==> src/rtl/updown_sweep_pkg.sv <==
// Shared definitions for the up/down sweep controller: state encoding and
// default widths.
package updown_sweep_pkg;

  localparam int WIDTH_DEF = 4;
  localparam int CYC_W_DEF = 8;

  localparam logic [1:0] ST_IDLE = 2'd0;
  localparam logic [1:0] ST_UP   = 2'd1;
  localparam logic [1:0] ST_DOWN = 2'd2;
  localparam logic [1:0] ST_DONE = 2'd3;

  typedef enum logic [1:0] {
    IDLE = ST_IDLE,
    UP   = ST_UP,
    DOWN = ST_DOWN,
    DONE = ST_DONE
  } state_t;

endpackage

==> src/rtl/updown_step.sv <==
// WIDTH-bit count register: load has priority over en; dir=1 steps up,
// dir=0 steps down.
module updown_step #(
  parameter int WIDTH = 4
) (
  input  logic             clk,
  input  logic             rst,
  input  logic             load,
  input  logic             en,
  input  logic             dir,
  input  logic [WIDTH-1:0] d,
  output logic [WIDTH-1:0] q
);

  always_ff @(posedge clk or posedge rst) begin
    if (rst) begin
      q <= '0;
    end else if (load) begin
      q <= d;
    end else if (en) begin
      q <= dir ? q + WIDTH'(1) : q - WIDTH'(1);
    end
  end

endmodule

==> src/rtl/updown_sweep_ctrl.sv <==
// Runs a bounded counter through N triangular sweeps lo->hi->lo with a
// start/abort handshake; all outputs come straight from registers.
module updown_sweep_ctrl
  import updown_sweep_pkg::*;
#(
  parameter int WIDTH = WIDTH_DEF,
  parameter int CYC_W = CYC_W_DEF
) (
  input  logic             clk,
  input  logic             reset,
  input  logic             start,
  input  logic             abort,
  input  logic [WIDTH-1:0] lo,
  input  logic [WIDTH-1:0] hi,
  input  logic [CYC_W-1:0] n_cycles,
  output logic [WIDTH-1:0] q,
  output logic             dir,
  output logic             busy,
  output logic             done,
  output logic             err,
  output logic [CYC_W-1:0] cycles
);

  state_t           state;
  state_t           state_next;
  logic [WIDTH-1:0] lo_reg;
  logic [WIDTH-1:0] hi_reg;
  logic [CYC_W-1:0] n_reg;

  logic accept;
  logic reject;
  logic at_hi;
  logic at_lo;
  logic last_sweep;
  logic step_load;
  logic step_en;
  logic step_up;

  assign accept     = (state == IDLE) && start && !abort && (lo < hi);
  assign reject     = (state == IDLE) && start && !abort && !(lo < hi);
  assign at_hi      = (q == hi_reg);
  assign at_lo      = (q == lo_reg);
  assign last_sweep = (n_reg != '0) && (CYC_W'(cycles + CYC_W'(1)) == n_reg);

  // Peak and trough are ordinary +/-1 steps, so only the start needs a load.
  always_comb begin
    state_next = state;
    step_load  = 1'b0;
    step_en    = 1'b0;
    step_up    = 1'b0;
    case (state)
      IDLE: begin
        if (accept) begin
          state_next = UP;
          step_load  = 1'b1;
        end
      end
      UP: begin
        if (abort) begin
          state_next = IDLE;
        end else begin
          step_en = 1'b1;
          step_up = !at_hi;
          if (at_hi) state_next = DOWN;
        end
      end
      DOWN: begin
        if (abort) begin
          state_next = IDLE;
        end else if (at_lo) begin
          if (last_sweep) begin
            state_next = DONE;
          end else begin
            step_en    = 1'b1;
            step_up    = 1'b1;
            state_next = UP;
          end
        end else begin
          step_en = 1'b1;
        end
      end
      default: begin
        state_next = IDLE;
      end
    endcase
  end

  always_ff @(posedge clk or posedge reset) begin
    if (reset) begin
      state  <= IDLE;
      lo_reg <= '0;
      hi_reg <= '0;
      n_reg  <= '0;
      cycles <= '0;
      dir    <= 1'b0;
      busy   <= 1'b0;
      done   <= 1'b0;
      err    <= 1'b0;
    end else begin
      state <= state_next;
      dir   <= (state_next == UP);
      busy  <= (state_next == UP) || (state_next == DOWN);
      done  <= (state_next == DONE);
      err   <= reject;
      if (accept) begin
        lo_reg <= lo;
        hi_reg <= hi;
        n_reg  <= n_cycles;
        cycles <= '0;
      end else if ((state == DOWN) && !abort && at_lo && (cycles != '1)) begin
        // Saturates rather than wrapping when running until abort.
        cycles <= cycles + CYC_W'(1);
      end
    end
  end

  updown_step #(
    .WIDTH(WIDTH)
  ) u_step (
    .clk (clk),
    .rst (reset),
    .load(step_load),
    .en  (step_en),
    .dir (step_up),
    .d   (lo),
    .q   (q)
  );

endmodule

==> config.mk <==
export PLATFORM = sky130hd
export DESIGN_NAME = updown_sweep_ctrl
export DESIGN_NICKNAME = d
export VERILOG_FILES = /design/src/rtl/updown_sweep_pkg.sv /design/src/rtl/updown_step.sv /design/src/rtl/updown_sweep_ctrl.sv
export SDC_FILE = /design/constraint.sdc
export NUM_CORES = 1
export LEC_CHECK = 0
export CAP_MARGIN = 20
export CORE_UTILIZATION = 53
export CTS_CLUSTER_DIAMETER = 30
export DETAILED_ROUTE_END_ITERATION = 10
export GPL_ROUTABILITY_DRIVEN = 0
export MAX_ROUTING_LAYER = met4
export PLACE_DENSITY = 0.81
export SLEW_MARGIN = 20
export SYNTH_ARGS = -nofsm -noshare
export SYNTH_HDL_FRONTEND = slang
export SYNTH_SLANG_ARGS = --single-unit
==> constraint.sdc <==
create_clock -name clk -period 4 [get_ports clk]
set_input_delay 0.4 -clock clk [delete_from_list [all_inputs] [get_ports clk]]
set_output_delay 0.4 -clock clk [all_outputs]
set_load 0.1 [all_outputs]
# Word level (Yosys, flattened, before mapping)
# Index checks and enable logic that the tools add are counted.
totals:
  regBits: 34
  latchBits: 0
  ram_bits: 0
  rom_bits: 0
  input_bits: 20
  output_inout_bits: 16
  wordCells: 62
  memories: 0
op_classes:
  add_sub_neg: 3
  n_mul: 0
  div: 0
  n_lt_le_gt_ge: 1
  eq_ne: 9
  shift: 0
  n_mux: 23
  bitwise: 0
  n_reduce_logical: 16
op_table:
  columns: ["operator", "count"]
  rows:
  - ["two-way mux 8 bit", 2]
  - ["two-way mux 2 bit", 6]
  - ["two-way mux 4 bit", 3]
  - ["two-way mux 1 bit", 9]
  - ["adder 8 x 1 -> 8 bit, second input constant", 1]
  - ["equality test 4 bit", 2]
  - ["equality test 8 bit", 1]
  - ["logical AND 1 bit", 8]
  - ["!= test 8 bit, second input constant", 1]
  - ["nonzero test 8 bit", 1]
  - ["equality test 2 bit, second input constant", 3]
  - ["case mux 2 bit (3 select lines)", 1]
  - ["adder 4 x 1 -> 4 bit, second input constant", 1]
  - ["equality test 2 x 1 -> 1 bit, second input constant", 2]
  - ["< comparator 4 bit", 1]
  - ["case mux 1 bit (2 select lines)", 2]
  - ["nonzero test 2 bit", 2]
  - ["subtractor 4 x 1 -> 4 bit, second input constant", 1]
  - ["logical NOT 1 bit", 3]
  - ["logical NOT 2 bit", 1]
  - ["logical OR 1 bit", 1]

# Logic depth before layout (Yosys ltp)
# Gate-level depths: netlist (run 1).
depth:
  word_depth: 10
  mapped_depth: 15
  ltp_nobuf: 15

# Cells and area by module
# A second synthesis (run 1) with hierarchy kept.
hier_totals:
  hier_cells: 202
  hier_area_um2: 2082.0
by_module_without_submodules:
  columns: ["mod", "instances", "cells_each", "area_each_um2", "seq_area_each_um2"]
  rows:
  - ["updown_sweep_ctrl", 1, 170, 1751.7, 750.7]
  - ["updown_step", 1, 32, 330.3, 100.1]

# Worst setup path after synthesis (run 1)
# OpenSTA, ideal clock, no wires.
synth_path:
  path_kind: "register to register"
  start: "register cycles[0]"
  end: "register u_step.q[3]"
  setup_ns: 0.120
  t_arrival_ns: 3.897
  required_ns: 3.880
  slack_ns: -0.017
  path_stages_with_launch: 16
  path_buffers: 0
  period_less_slack_ns: 4.017
  path_cell_list: "dfrtp_1 > ha_1 > nand3_1 > xnor2_1 > a2111oi_4 > and2_2 > o21ai_0 > nand2_1 > ha_1 > a21o_1 > a21oi_1 > or2_2 > o311ai_0 > nor3_2 > mux2i_1 > nor2_1"
synth_via:
  elab_chain_cells: 10
  elab_cells_between_ends: 14
  cone_classes: "add/sub: 1; eq/ne: 1; mux: 10; reduce/logical: 2"
synth_rtl:
  columns: ["item", "line_no", "source"]
  rows:
  - ["start: declaration", "updown_sweep_ctrl.sv:21", "output logic [CYC_W-1:0] cycles"]
  - ["start signal: assignment", "updown_sweep_ctrl.sv:112", "cycles <= cycles + CYC_W'(1);"]
  - ["adder 8 x 1 -> 8 bit *", "updown_sweep_ctrl.sv:43", "assign last_sweep = (n_reg != '0) && (CYC_W'(cycles + CYC_W'(1)) == n_reg);"]
  - ["equality test 8 bit *", "updown_sweep_ctrl.sv:43", null]
  - ["logical AND 1 bit *", "updown_sweep_ctrl.sv:43", null]
  - ["two-way mux 1 bit *", "updown_sweep_ctrl.sv:71", "if (last_sweep) begin"]
  - ["two-way mux 1 bit", "updown_sweep_ctrl.sv:70", "end else if (at_lo) begin"]
  - ["two-way mux 1 bit", "updown_sweep_ctrl.sv:68", "if (abort) begin"]
  - ["case mux 1 bit (2 select lines)", "updown_sweep_ctrl.sv:51", "case (state)"]
  - ["two-way mux 4 bit", "updown_step.sv:21", "q <= dir ? q + WIDTH'(1) : q - WIDTH'(1);"]
  - ["two-way mux 4 bit", "updown_step.sv:20", "end else if (en) begin"]
  - ["two-way mux 4 bit", "updown_step.sv:18", "end else if (load) begin"]
  - ["end signal: assignment", "updown_step.sv:21", null]
  - ["end: declaration", "updown_step.sv:12", "output logic [WIDTH-1:0] q"]
# Mark *: on every way between the ends. The rest lies on a longest branch, timed or not. The select of a mux whose other input is x is not followed.
# A chain may end at the register's enable or synchronous reset.

# Worst setup path in the final report (run 1)
layout_path:
  start: "register cycles[3]"
  end: "register u_step.q[3]"
# Same word-level chain as after synthesis.

==> results.md, run 1 <==
- Starting Density: 55.6%
- Number of violations of the max-capacitance limit: 0
- Slowest cell delay on critical path: 0.49 ns
- Total count of max-transition violations in the final report: 0
- TritonCTS clock tree: yes
- Worst setup slack before clock tree synthesis: 0.459 ns
- Final hold slack: 0.533 ns
- Port bufs: 35
- Vias: 1,562
- Most instantiated cells after synthesis: sky130_fd_sc_hd__dfrtp_1, sky130_fd_sc_hd__inv_1, sky130_fd_sc_hd__o21ai_0, sky130_fd_sc_hd__xnor2_1, sky130_fd_sc_hd__mux2_2
- Total overflow reported by the global router: 0
- Top-area cell type share of the netlist area: between 40% and 50%
- Final number of hold-violating endpoints: 0
- Final clock skew: 0.00693 ns
- P&R area growth vs syn: 25.5%
- WL/cell: 13.9 um
- Worst-case vdd ir drop: ~0.43 mV
- Post-detailed-placement cell area: around 2500 um2
- PwrDens: 641 nW/um2
- Largest area contributor in the synthesized netlist: sky130_fd_sc_hd__dfrtp_1
- Clk Tree Root Cell: sky130_fd_sc_hd__clkbuf_8
- Yosys warning count: 0
- Minimum clock period after layout: 3.66 ns
- Cells traversed along the worst timing path: nand4_1 > or3_4 > a2111oi_4 > and2_2 > o21ai_0 > nand2_1 > ha_1 > a21o_1 > a21oi_1 > or2_2 > o311ai_0 > nor3_2 > mux2i_1 > nor2_1
- Number of nets in the synthesized netlist: 226
- Pin count of the biggest net entering global routing: 24
- First-iteration detailed-routing DRC count: 54
- Crit path max fanout: 8
- Synthesized area divided by synthesized cell count: ~11 um2
- WL final: 3.95 mm
- Post-cts gate resize count: 0
- Syn Inst Count: just under 200
- Smallest setup slack after layout: between 0.3 and 0.4 ns
- Number of buffer and inverter stages on the critical path: 0
- Clock Latency Late Sink: 0.28 ns
- Hold-fix buffers, CTS: 0
- Total setup violations reported at the end of the flow: 0
- Result of the run: completed
- Placement Rows: 22
- Maximum clock frequency: 274 MHz
- Core ar.: 3690 um2
- Kind of cell adding the most delay to the critical path: simple AND/OR/NAND/NOR gates
- Tot GR Track Use: 22.5%
- CTS clk-pin slew, worst paths: 0.07 ns
- Total Negative Setup Slacks: 0 ns
- Synthesized cell area: 2050 um2
- Total of flip-flops plus latches after synthesis: 34
- Clock Path Buffers: 2
- Required time at the endpoint of the critical path: 4.17 ns
- Ports placed on the boundary: 36
- Detail-routed via count per cell: 5.48
- Diode insertion count for antenna repair: 0
- CP Launch Type: register
- Leakage Power: 1.07 nW
- Vias in the first global route: 1,523
- Htree depth: 2
- Total half-perimeter wirelength after legalization and detailed placement: 2.96 mm
- Final Cell Area: 2570 um2
- Die Y: 64.2 um
- First-pass GRT wire length: between 6 and 7 mm
- Async S/R FF share, synth: 100%
- Worst Hold Class: register to register
- Main flop type after synthesis: sky130_fd_sc_hd__dfrtp_1
- Library cell with the highest instance count after synthesis: sky130_fd_sc_hd__dfrtp_1
- Largest cells by area after synthesis: sky130_fd_sc_hd__dfrtp_1, sky130_fd_sc_hd__ha_1, sky130_fd_sc_hd__mux2_2
- Fin util: between 60% and 70%
- Slowest-stage cell, CP: sky130_fd_sc_hd__dfrtp_1
- Final cycle utilization of the critical path: 91.4%
- Detail Route Antenna Nets: 0
- Antenna violations before repair: 0
- Transition time of the tightest slew-check pin: about 0.97 ns
- Number of nets in the finished design: 269
- Sequential fraction of the synthesis area: 41.5%
- Unrepaired setup endpoints after global routing: false
- Post-synth EDFFs: 0
- Width of the die: about 64 um
- Normalized max-slew margin: 35.2%
- Count of unique library cells instantiated by Yosys: 46
- DR DRC count: 0
- Critical path arrival: 3.83 ns
- Clock buffer count from CTS: 5
- Clock tree sinks: 34
- Share of cells above drive strength 1: between 10% and 20%
- Count of TritonRoute iterations in the first routing pass: 4
- Kind of end point of the critical path: register
- Critical setup path kind: register to register
- Die Area: 4120 um2
- Number of buffers inserted to repair setup after CTS: 0
-- report_power, final --
part / leakage (nW) / internal [mW] / switching, mW
clock network: 0.0452 / 0.123 / 0.122
registers: 0.432 / 0.462 / 0.127
logic: 0.597 / 0.333 / 0.481
total: 1.07 / 0.918 / 0.730
-- layout make-up --
| type | count | area, um2 |
|---|---|---|
| inverters | 14 | 52.6 |
| fillers | 292 | 1120 |
| clock inverters | 2 | 13.8 |
| multi-input cells | 142 | 1140 |
| flip-flops and latches | 34 | 852 |
| well taps | 48 | 60.1 |
| repair buffers | 39 | 380 |
| clock buffers | 6 | 72.6 |
-- path summary, 6_finish.rpt --
path                            from           to  slack (ns)  cells past startpoint
hold / removal             hi_reg[3]    hi_reg[3]        0.53                      1
min in group asynchronous      reset     n_reg[6]        0.57                      2
max in group asynchronous      reset  u_step.q[3]        2.76                      3
setup reg to reg           cycles[3]  u_step.q[3]        0.34                     14
setup / recovery           cycles[3]  u_step.q[3]        0.34                     14
hold reg to reg            hi_reg[3]    hi_reg[3]        0.53                      1
-- kinds of logic (layout without fill, tap and decap cells) --
logic type | Yosys count | in the layout | share of synthesized area [%]
flip-flops | 34 | 34 | 41.5
AO/OA/AOI/OAI | 41 | 41 | 13.7
multiplexers | 16 | 16 | 8.61
XOR/XNOR | 23 | 23 | 10.6
AND/OR/NAND/NOR | 49 | 49 | 14.2
adder cells (fa/ha/maj) | 13 | 13 | 8.30
buffers and inverters | 17 | 61 | 3.17
-- layer usage --
| layer | GRT usage [%] | share of wire, % |
|---|---|---|
| met2 | 35.4 | 48 |
| met4 | 8.06 | 1.6 |
| met5 | - | 0 |
| met1 | 29.0 | 47 |
| met3 | 4.29 | 2.5 |
-- metrics by stage --
step	instances	power, mW
final	285	1.65
after global routing	285	1.75
after CTS	285	1.66
after detailed placement	277	1.40
after global placement	277	1.38
after floorplan	193	1.20
-- layout by cell type, fill, tap and decap left out, drive strengths merged, types with 2 or more instances in the layout --
master | synthesis | final
clkdlybuf4s50 | 0 | 35
dfrtp | 34 | 34
o21ai | 16 | 16
inv | 14 | 14
xnor2 | 14 | 14
mux2 | 13 | 13
ha | 12 | 12
nand2 | 9 | 9
nor2 | 9 | 9
xor2 | 8 | 8
a21oi | 8 | 8
clkbuf | 2 | 6
or3 | 6 | 6
nand3 | 5 | 5
nor3 | 5 | 5
buf | 1 | 4
a21o | 3 | 3
or2 | 3 | 3
mux2i | 3 | 3
nand4 | 2 | 2
or4 | 2 | 2
nor2b | 2 | 2
o22ai | 2 | 2
o211ai | 2 | 2
a31oi | 2 | 2
clkinv | 0 | 2
No activity file was read; power rests on OpenSTA's default activity.
==> run 2, diff against run 1 <==
--- a/config.mk
+++ b/config.mk
@@ -5,13 +5,15 @@
 export SDC_FILE = /design/constraint.sdc
 export NUM_CORES = 1
 export LEC_CHECK = 0
+export ABC_AREA = 1
 export CAP_MARGIN = 20
-export CORE_UTILIZATION = 53
+export CORE_UTILIZATION = 55
 export CTS_CLUSTER_DIAMETER = 30
 export DETAILED_ROUTE_END_ITERATION = 10
+export DONT_BUFFER_PORTS = 1
 export GPL_ROUTABILITY_DRIVEN = 0
 export MAX_ROUTING_LAYER = met4
-export PLACE_DENSITY = 0.81
+export PLACE_DENSITY = 0.74
 export SLEW_MARGIN = 20
 export SYNTH_ARGS = -nofsm -noshare
 export SYNTH_HDL_FRONTEND = slang
==> constraint.sdc (replaced) <==
create_clock -name clk -period 3.2 [get_ports clk]
set_input_delay 0.32 -clock clk [delete_from_list [all_inputs] [get_ports clk]]
set_output_delay 0.32 -clock clk [all_outputs]
set_load 0.1 [all_outputs]
==> run 2 against run 1 <==
Synthesized cell count grew 39%. Count of clock-buffer cells in the layout grew 1. Via count grew 11%. Sequential share of layout area grew 3.9 points. Area after synthesis grew 0.43%. Critical path type unchanged.
==> results.md, run 2 <==
- P&R area growth vs syn: 12.0%
- Starting Density: 59.3% (+3.8 points)
- Core ar.: 3470 um2 (-6.0%)
- Share of cells above drive strength 1: 11.9% (-4.9 points)
- Required time at the endpoint of the critical path: 3.37 ns (-0.80 ns)
- Count of unique library cells instantiated by Yosys: 27 (-41%)
- Tot GR Track Use: 25.0% (+2.5 points)
- Clock buffer count from CTS: 5 (unchanged)
- Normalized max-slew margin: 41.6% (+6.4 points)
- Library cell with the highest instance count after synthesis: sky130_fd_sc_hd__nand2_1
- Total of flip-flops plus latches after synthesis: 34 (unchanged)
- Width of the die: 63.2 um (-1.6%)
- FF-to-FF Start: cycles[0]
- Number of standard cells in the layout, taps in and fillers out: 331 (+16%)
- Async S/R FF share, synth: 100% (unchanged)
- Clock Latency Late Sink: 0.28 ns (about the same)
- Fill cell count: 311 (+6.5%)
- CTS clk-pin slew, worst paths: 0.07 ns (about the same)
- Clock Path Buffers: 2 (unchanged)
- Final cycle utilization of the critical path: 88.5% (-2.8 points)
- Top-area cell type share of the netlist area: 41.3% (-0.18 points)
- Largest area contributor in the synthesized netlist: sky130_fd_sc_hd__dfrtp_1
- Kind of end point of the critical path: register
- Commonest cells after routing, fill and taps aside: sky130_fd_sc_hd__nand2_1, sky130_fd_sc_hd__inv_1, sky130_fd_sc_hd__dfrtp_1, sky130_fd_sc_hd__nand3_1, sky130_fd_sc_hd__o21ai_0
- Synthesized cell area: 2060 um2 (+0.43%)
- Met1 Wirelength: 1.97 mm (+5.0%)
- Final clock skew: 0.00828 ns (+0.00135 ns)
- Maximum clock frequency: 353 MHz (+29%)
- Detail-routed via count per cell: 5.23 (-4.5%)
- Most instantiated cells after synthesis: sky130_fd_sc_hd__nand2_1, sky130_fd_sc_hd__dfrtp_1, sky130_fd_sc_hd__inv_1
- First-pass GRT wire length: 7.49 mm (+8.0%)
- Vias in the first global route: 1,660 (+9.0%)
- Capturing point of the worst reg2reg path: u_step.q[3]
- Result of the run: completed
- WL/cell: 12.3 um (-11%)
- Die Area: 3990 um2 (-3.1%)
- Minimum clock period after layout: 2.83 ns (-0.822 ns)
- Placement Rows: 21 (-4.5%)
- Clock tree sinks: 34 (unchanged)
- Pin count of the biggest net entering global routing: 35 (+46%)
- Yosys warning count: 0 (unchanged)
- Total setup violations reported at the end of the flow: 0 (unchanged)
- Critical setup path kind: register to register
- Met2 wirelength from detailed routing: 1.84 mm (-3.9%)
- Htree depth: 2 (unchanged)
- FF-to-FF setup slack: 0.37 ns (+0.02 ns)
- Number of buffers inserted to repair setup after CTS: 0 (unchanged)
- Post-synth EDFFs: 0 (unchanged)
- Number of violations of the max-capacitance limit: 0 (unchanged)
- Uppermost signal routing layer after detailed routing: met4
- Diode insertion count for antenna repair: 0 (unchanged)
- Leakage Power: 1.18 nW (+9.4%)
- First-iteration detailed-routing DRC count: 111 (+110%)
- Worst Hold Class: input port to asynchronous set/reset pin
- Number of nets in the finished design: 317 (+18%)
- WL final: 4.07 mm (+3.0%)
- End point of the critical path: u_step.q[3]
- Worst-case vdd ir drop: 0.573 mV (+32%)
- TritonCTS clock tree: yes
- Vias: 1,732 (+11%)
- Sequential fraction of the synthesis area: 41.3% (-0.18 points)
- PwrDens: 1150 nW/um2 (+79%)
- Worst-case reg-to-reg path depth: 23 (+9)
- CP Launch Type: register
- Clk Tree Root Cell: sky130_fd_sc_hd__clkbuf_8
- Unrepaired setup endpoints after global routing: false
- Total half-perimeter wirelength after legalization and detailed placement: 3.00 mm (+1.3%)
- Area occupied by multi-input gates: 1060 um2 (-7.5%)
- Register area: 853 um2 (+0.15%)
- Ports placed on the boundary: 36 (unchanged)
- Final number of hold-violating endpoints: 0 (unchanged)
- Routed length on met3: 225 um (+130%)
- Port bufs: 0 (-100%)
- Critical path arrival: 3.00 ns (-0.83 ns)
- Most frequent standard cell in the layout excluding fill and tap cells: sky130_fd_sc_hd__nand2_1
- Largest cells by area after synthesis: sky130_fd_sc_hd__dfrtp_1, sky130_fd_sc_hd__nand2_1, sky130_fd_sc_hd__ha_1
- DR DRC count: 0 (unchanged)
- Placed Instances: 323 (+17%)
- Die Y: 63.2 um (-1.6%)
- Count of TritonRoute iterations in the first routing pass: 4 (unchanged)
- Transition time of the tightest slew-check pin: 0.876 ns (-0.0926 ns)
- Total overflow reported by the global router: 0 (unchanged)
- Main flop type after synthesis: sky130_fd_sc_hd__dfrtp_1
- Crit path max fanout: 5 (-3)
- Synthesized area divided by synthesized cell count: 7.68 um2 (-28%)
- Total Negative Setup Slacks: 0 ns (unchanged)
- Detail Route Antenna Nets: 0 (unchanged)
- Syn Inst Count: 268 (+39%)
- Antenna violations before repair: 0 (unchanged)
- Timing startpoint of the critical path: cycles[0]
- Total count of max-transition violations in the final report: 0 (unchanged)
- Number of nets in the synthesized netlist: 301 (+33%)
## run 2: cell types whose count changed after synthesis, moves of 5 or more
| cell | previous run | this run |
|---|---|---|
| sky130_fd_sc_hd__inv_1 | 14 | 34 |
| sky130_fd_sc_hd__mux2_2 | 13 | 0 |
| sky130_fd_sc_hd__nand2_1 | 9 | 74 |
| sky130_fd_sc_hd__nand3_1 | 4 | 21 |
| sky130_fd_sc_hd__nand4_1 | 2 | 7 |
| sky130_fd_sc_hd__nor2_1 | 9 | 19 |
| sky130_fd_sc_hd__o21ai_0 | 14 | 20 |
| sky130_fd_sc_hd__xnor2_1 | 14 | 5 |
## run 2: cell type report
| class | count | share of cell area [%] |
|---|---|---|
| Sequential cell | 34 | 37.0 |
| Tap cell | 46 | 2.50 |
| Multi-Input combinational cell | 193 | 45.8 |
| Timing Repair Buffer | 15 | 5.05 |
| Clock buffer | 7 | 3.74 |
| Inverter | 35 | 5.70 |
| Clock inverter | 1 | 0.217 |
## run 2: cells by family after synthesis
logic type	synth area share, %
buffers and inverters	7.60
DFF	41.3
AOI/OAI and AO/OA	9.73
adders and majority gates	8.27
and+or+nand+nor	27.7
xor gates and xnor gates	5.35
## run 2: worst min path at each step
stage | to | slack (ns) | cells past startpoint
detailed placement | state[1] | 0.33 | 2
CTS | u_step.q[2] | 0.03 | 2
floorplan | n_reg[0] | 0.43 | 2
global route | u_step.q[2] | 0.05 | 2
finish | u_step.q[2] | 0.01 | 2
global placement | state[0] | 0.33 | 2
## run 2: where the power goes
part | internal, mW | switching, mW | total, mW | leakage, nW
clock | 0.174 | 0.153 | 0.326 | 0.0482
sequential | 0.613 | 0.269 | 0.882 | 0.429
combinational | 0.437 | 1.01 | 1.44 | 0.698
total | 1.22 | 1.43 | 2.65 | 1.18
## run 2: what timing repair did
action	in CTS	in global routing
resized for setup	0	3
setup endpoints to repair	0	1
hold buffers	0	0
## run 2: critical path, stage by stage, from the launching register on
cell and delay (ns):
sky130_fd_sc_hd__dfrtp_2 0.43, sky130_fd_sc_hd__ha_1 0.25, sky130_fd_sc_hd__nand2_2 0.11, sky130_fd_sc_hd__clkinv_1 0.09, sky130_fd_sc_hd__nand3_1 0.10, sky130_fd_sc_hd__nand2_1 0.08, sky130_fd_sc_hd__nand2_1 0.06, sky130_fd_sc_hd__nand2_1 0.06
sky130_fd_sc_hd__nand2_1 0.06, sky130_fd_sc_hd__nor2_1 0.05, sky130_fd_sc_hd__nand3_1 0.07, sky130_fd_sc_hd__nand2_1 0.06, sky130_fd_sc_hd__nand2_1 0.12, sky130_fd_sc_hd__nand2_2 0.09, sky130_fd_sc_hd__ha_1 0.32, sky130_fd_sc_hd__a21oi_1 0.15
sky130_fd_sc_hd__nand2_1 0.07, sky130_fd_sc_hd__xor2_1 0.14, sky130_fd_sc_hd__inv_1 0.08, sky130_fd_sc_hd__nand3_1 0.07, sky130_fd_sc_hd__nand2_1 0.06, sky130_fd_sc_hd__nor2_1 0.04, sky130_fd_sc_hd__nor2_1 0.11, sky130_fd_sc_hd__nor2_2 0.04
## run 2: metal layers
metal  global-route usage, %  vias to the layer above
li1                        -                      888
met1                    33.5                      785
met2                    37.2                       55
met3                    6.16                        4
met4                    7.67                        0
met5                       -                        -
## run 2: stage by stage
step           worst slack [ns]  utilization (%)  hold WS, ns  power [mW]  cell area, um2
5_1_grt                  0.0308             66.5       0.0505        2.89            2310
4_1_cts                   0.340             66.2       0.0293        2.66            2300
2_1_floorplan            0.0627                -        0.430        2.03            2060
3_3_place_gp              0.435             63.6        0.332        2.30            2210
6_report                  0.367             66.5       0.0125        2.65            2310
3_5_place_dp              0.360             63.6        0.333        2.32            2210
==> run 3, diff against run 2 <==
--- a/config.mk
+++ b/config.mk
@@ -7,11 +7,13 @@
 export LEC_CHECK = 0
 export ABC_AREA = 1
 export CAP_MARGIN = 20
+export CORE_MARGIN = 2
 export CORE_UTILIZATION = 55
 export CTS_CLUSTER_DIAMETER = 30
 export DETAILED_ROUTE_END_ITERATION = 10
 export DONT_BUFFER_PORTS = 1
 export GPL_ROUTABILITY_DRIVEN = 0
+export HOLD_SLACK_MARGIN = 0.08
 export MAX_ROUTING_LAYER = met4
 export PLACE_DENSITY = 0.74
 export SLEW_MARGIN = 20
==> run 3 against run 2 <==
Global-route usage decreased by 1.3 points. Clock power rose by 3%. Critical path depth is 4 lower. Combinational power about the same. Worst hold slack better by 0.13 ns. Design area grew 0.33%. Non-clock buffer count grew 1. Cell count up 0.91%. Setup slack worse by 0.072 ns. Die area rose by 6.4%. Sequential cell count is the same. Critical path type unchanged. Largest cell class unchanged.
==> results.md, run 3 (synthesis gave the netlist of run 2 again) <==
- Total setup violations reported at the end of the flow: 0 (unchanged)
- Width of the die: 65.2 um (+3.2%)
- Placement Rows: 22 (+4.8%)
- Clk Tree Root Cell: sky130_fd_sc_hd__clkbuf_8
- Vias in the first global route: 1,738 (+4.7%)
- Die Y: 65.2 um (+3.2%)
- Vias: 1,779 (+2.7%)
- Commonest cells after routing, fill and taps aside: sky130_fd_sc_hd__nand2_1, sky130_fd_sc_hd__inv_1, sky130_fd_sc_hd__dfrtp_1, sky130_fd_sc_hd__nand3_1, sky130_fd_sc_hd__o21ai_0
- Detail Route Antenna Nets: 0 (unchanged)
- WL final: 4.31 mm (+5.9%)
- Critical path arrival: 3.08 ns (+0.08 ns)
- Area occupied by multi-input gates: 1050 um2 (-0.47%)
- Total half-perimeter wirelength after legalization and detailed placement: 3.30 mm (+9.7%)
- Pin count of the biggest net entering global routing: 28 (-20%)
- Port bufs: 0 (unchanged)
- Crit path max fanout: 5 (unchanged)
- Clock tree sinks: 34 (unchanged)
- Die Area: 4250 um2 (+6.4%)
- Critical setup path kind: register to register
- Core ar.: 3630 um2 (+4.8%)
- Most frequent standard cell in the layout excluding fill and tap cells: sky130_fd_sc_hd__nand2_1
- Total overflow reported by the global router: 0 (unchanged)
- Smallest setup slack after layout: 0.295 ns (-0.0720 ns)
- CP Launch Type: register
- Final cycle utilization of the critical path: 90.8% (+2.2 points)
- FF-to-FF Start: cycles[1]
- First-pass GRT wire length: 7.45 mm (-0.55%)
- Tot GR Track Use: 23.6% (-1.3 points)
- Total Negative Setup Slacks: 0 ns (unchanged)
- Normalized max-slew margin: 41.9% (+0.24 points)
- Ports placed on the boundary: 36 (unchanged)
- Htree depth: 2 (unchanged)
- Transition time of the tightest slew-check pin: 0.872 ns (-0.00359 ns)
- Worst Hold Class: input port to register
- Starting Density: 56.6% (-2.7 points)
- Final Total Pwr: 2.67 mW (+0.68%)
- Antenna violations before repair: 0 (unchanged)
- Fill cell count: 333 (+7.1%)
- Maximum clock frequency: 344 MHz (-2.5%)
- Detail-routed via count per cell: 5.33 (+1.8%)
- DR DRC count: 0 (unchanged)
- Result of the run: completed
- Required time at the endpoint of the critical path: 3.38 ns (about the same)
- Clock Path Buffers: 2 (unchanged)
- CTS clk-pin slew, worst paths: 0.07 ns (about the same)
- First-iteration detailed-routing DRC count: 127 (+14%)
- Share of cells above drive strength 1: 11.9% (-0.042 points)
- Diode insertion count for antenna repair: 0 (unchanged)
- Start point of the worst hold path: n_cycles[0]
- Register area: 853 um2 (unchanged)
- PwrDens: 1150 nW/um2 (+0.36%)
- TritonCTS clock tree: yes
- Final clock skew: 0.00756 ns (-0.000715 ns)
- Kind of end point of the critical path: register
- Timing startpoint of the critical path: cycles[1]
- Unrepaired setup endpoints after global routing: false
- Total count of max-transition violations in the final report: 0 (unchanged)
- P&R area growth vs syn: 12.4%
- Worst setup slack before clock tree synthesis: 0.311 ns (-0.0493 ns)
- Worst-case vdd ir drop: 0.579 mV (+1.0%)
- Leakage Power: 1.18 nW (about the same)
- Count of TritonRoute iterations in the first routing pass: 4 (unchanged)
- Number of nets in the finished design: 318 (+0.32%)
- Number of violations of the max-capacitance limit: 0 (unchanged)
- Minimum clock period after layout: 2.91 ns (+0.0720 ns)
- WL/cell: 12.9 um (+5.0%)
- Final number of hold-violating endpoints: 0 (unchanged)
- Clock buffer count from CTS: 5 (unchanged)
- Post-cts gate resize count: 0 (unchanged)
- Clock Latency Late Sink: 0.29 ns (about the same)
[run 3: layer usage]
metal / track usage [%] / routed length (um)
met1: 28.5 / 1770
met5: - / 0
met4: 8.07 / 86
met3: 5.99 / 304
met2: 38.9 / 2150
[run 3: path summary, 6_finish.rpt]
path	slack, ns	cells past startpoint	end
max	0.29	19	u_step.q[3]
min	0.14	2	n_reg[0]
max reg2reg	0.29	19	u_step.q[3]
min reg2reg	0.51	2	lo_reg[0]
max in group asynchronous	2.12	3	n_reg[4]
min in group asynchronous	0.54	2	cycles[6]
[run 3: power by group]
group	internal [mW]	switching [mW]	leakage, nW
logic	0.435	1.01	0.700
clock network	0.173	0.162	0.0472
registers	0.613	0.274	0.429
[run 3: what timing repair did]
action	CTS	global route
hold endpoints to repair	0	26
setup buffers	0	0
hold buffers	0	1
[run 3: area by class of cell]
| type | count | share of cell area (%) |
|---|---|---|
| multi-input combinational | 193 | 45.4 |
| tap | 48 | 2.60 |
| clock inverter | 2 | 0.541 |
| timing repair buffer | 16 | 5.30 |
| sequential | 34 | 36.9 |
| clock buffer | 6 | 3.57 |
| inverter | 35 | 5.68 |
[run 3: per-stage QoR]
step                hold WS, ns  instances  area, um2  util, %
floorplan                 0.430        268       2060        -
global placement          0.433        325       2210     60.8
detailed placement        0.442        325       2210     60.8
CTS                       0.137        333       2300     63.4
global route              0.143        334       2310     63.7
finish                    0.144        334       2310     63.7
[run 3: critical path: stages (launching register included)]
cell                      delay (ns)
sky130_fd_sc_hd__dfrtp_2        0.37
sky130_fd_sc_hd__buf_4          0.31
sky130_fd_sc_hd__nand2_1        0.11
sky130_fd_sc_hd__nor2_2         0.13
sky130_fd_sc_hd__nand3_1        0.14
sky130_fd_sc_hd__xnor3_1        0.24
sky130_fd_sc_hd__nand3_1        0.10
sky130_fd_sc_hd__nand2_1        0.05
sky130_fd_sc_hd__nand2_1        0.09
sky130_fd_sc_hd__nand2_1        0.11
sky130_fd_sc_hd__ha_1           0.33
sky130_fd_sc_hd__a21oi_1        0.17
sky130_fd_sc_hd__nand2_1        0.08
sky130_fd_sc_hd__xor2_1         0.14
sky130_fd_sc_hd__inv_1          0.08
sky130_fd_sc_hd__nand3_1        0.07
sky130_fd_sc_hd__nand2_1        0.06
sky130_fd_sc_hd__nor2_1         0.04
sky130_fd_sc_hd__nor2_1         0.14
sky130_fd_sc_hd__nor2_2         0.05
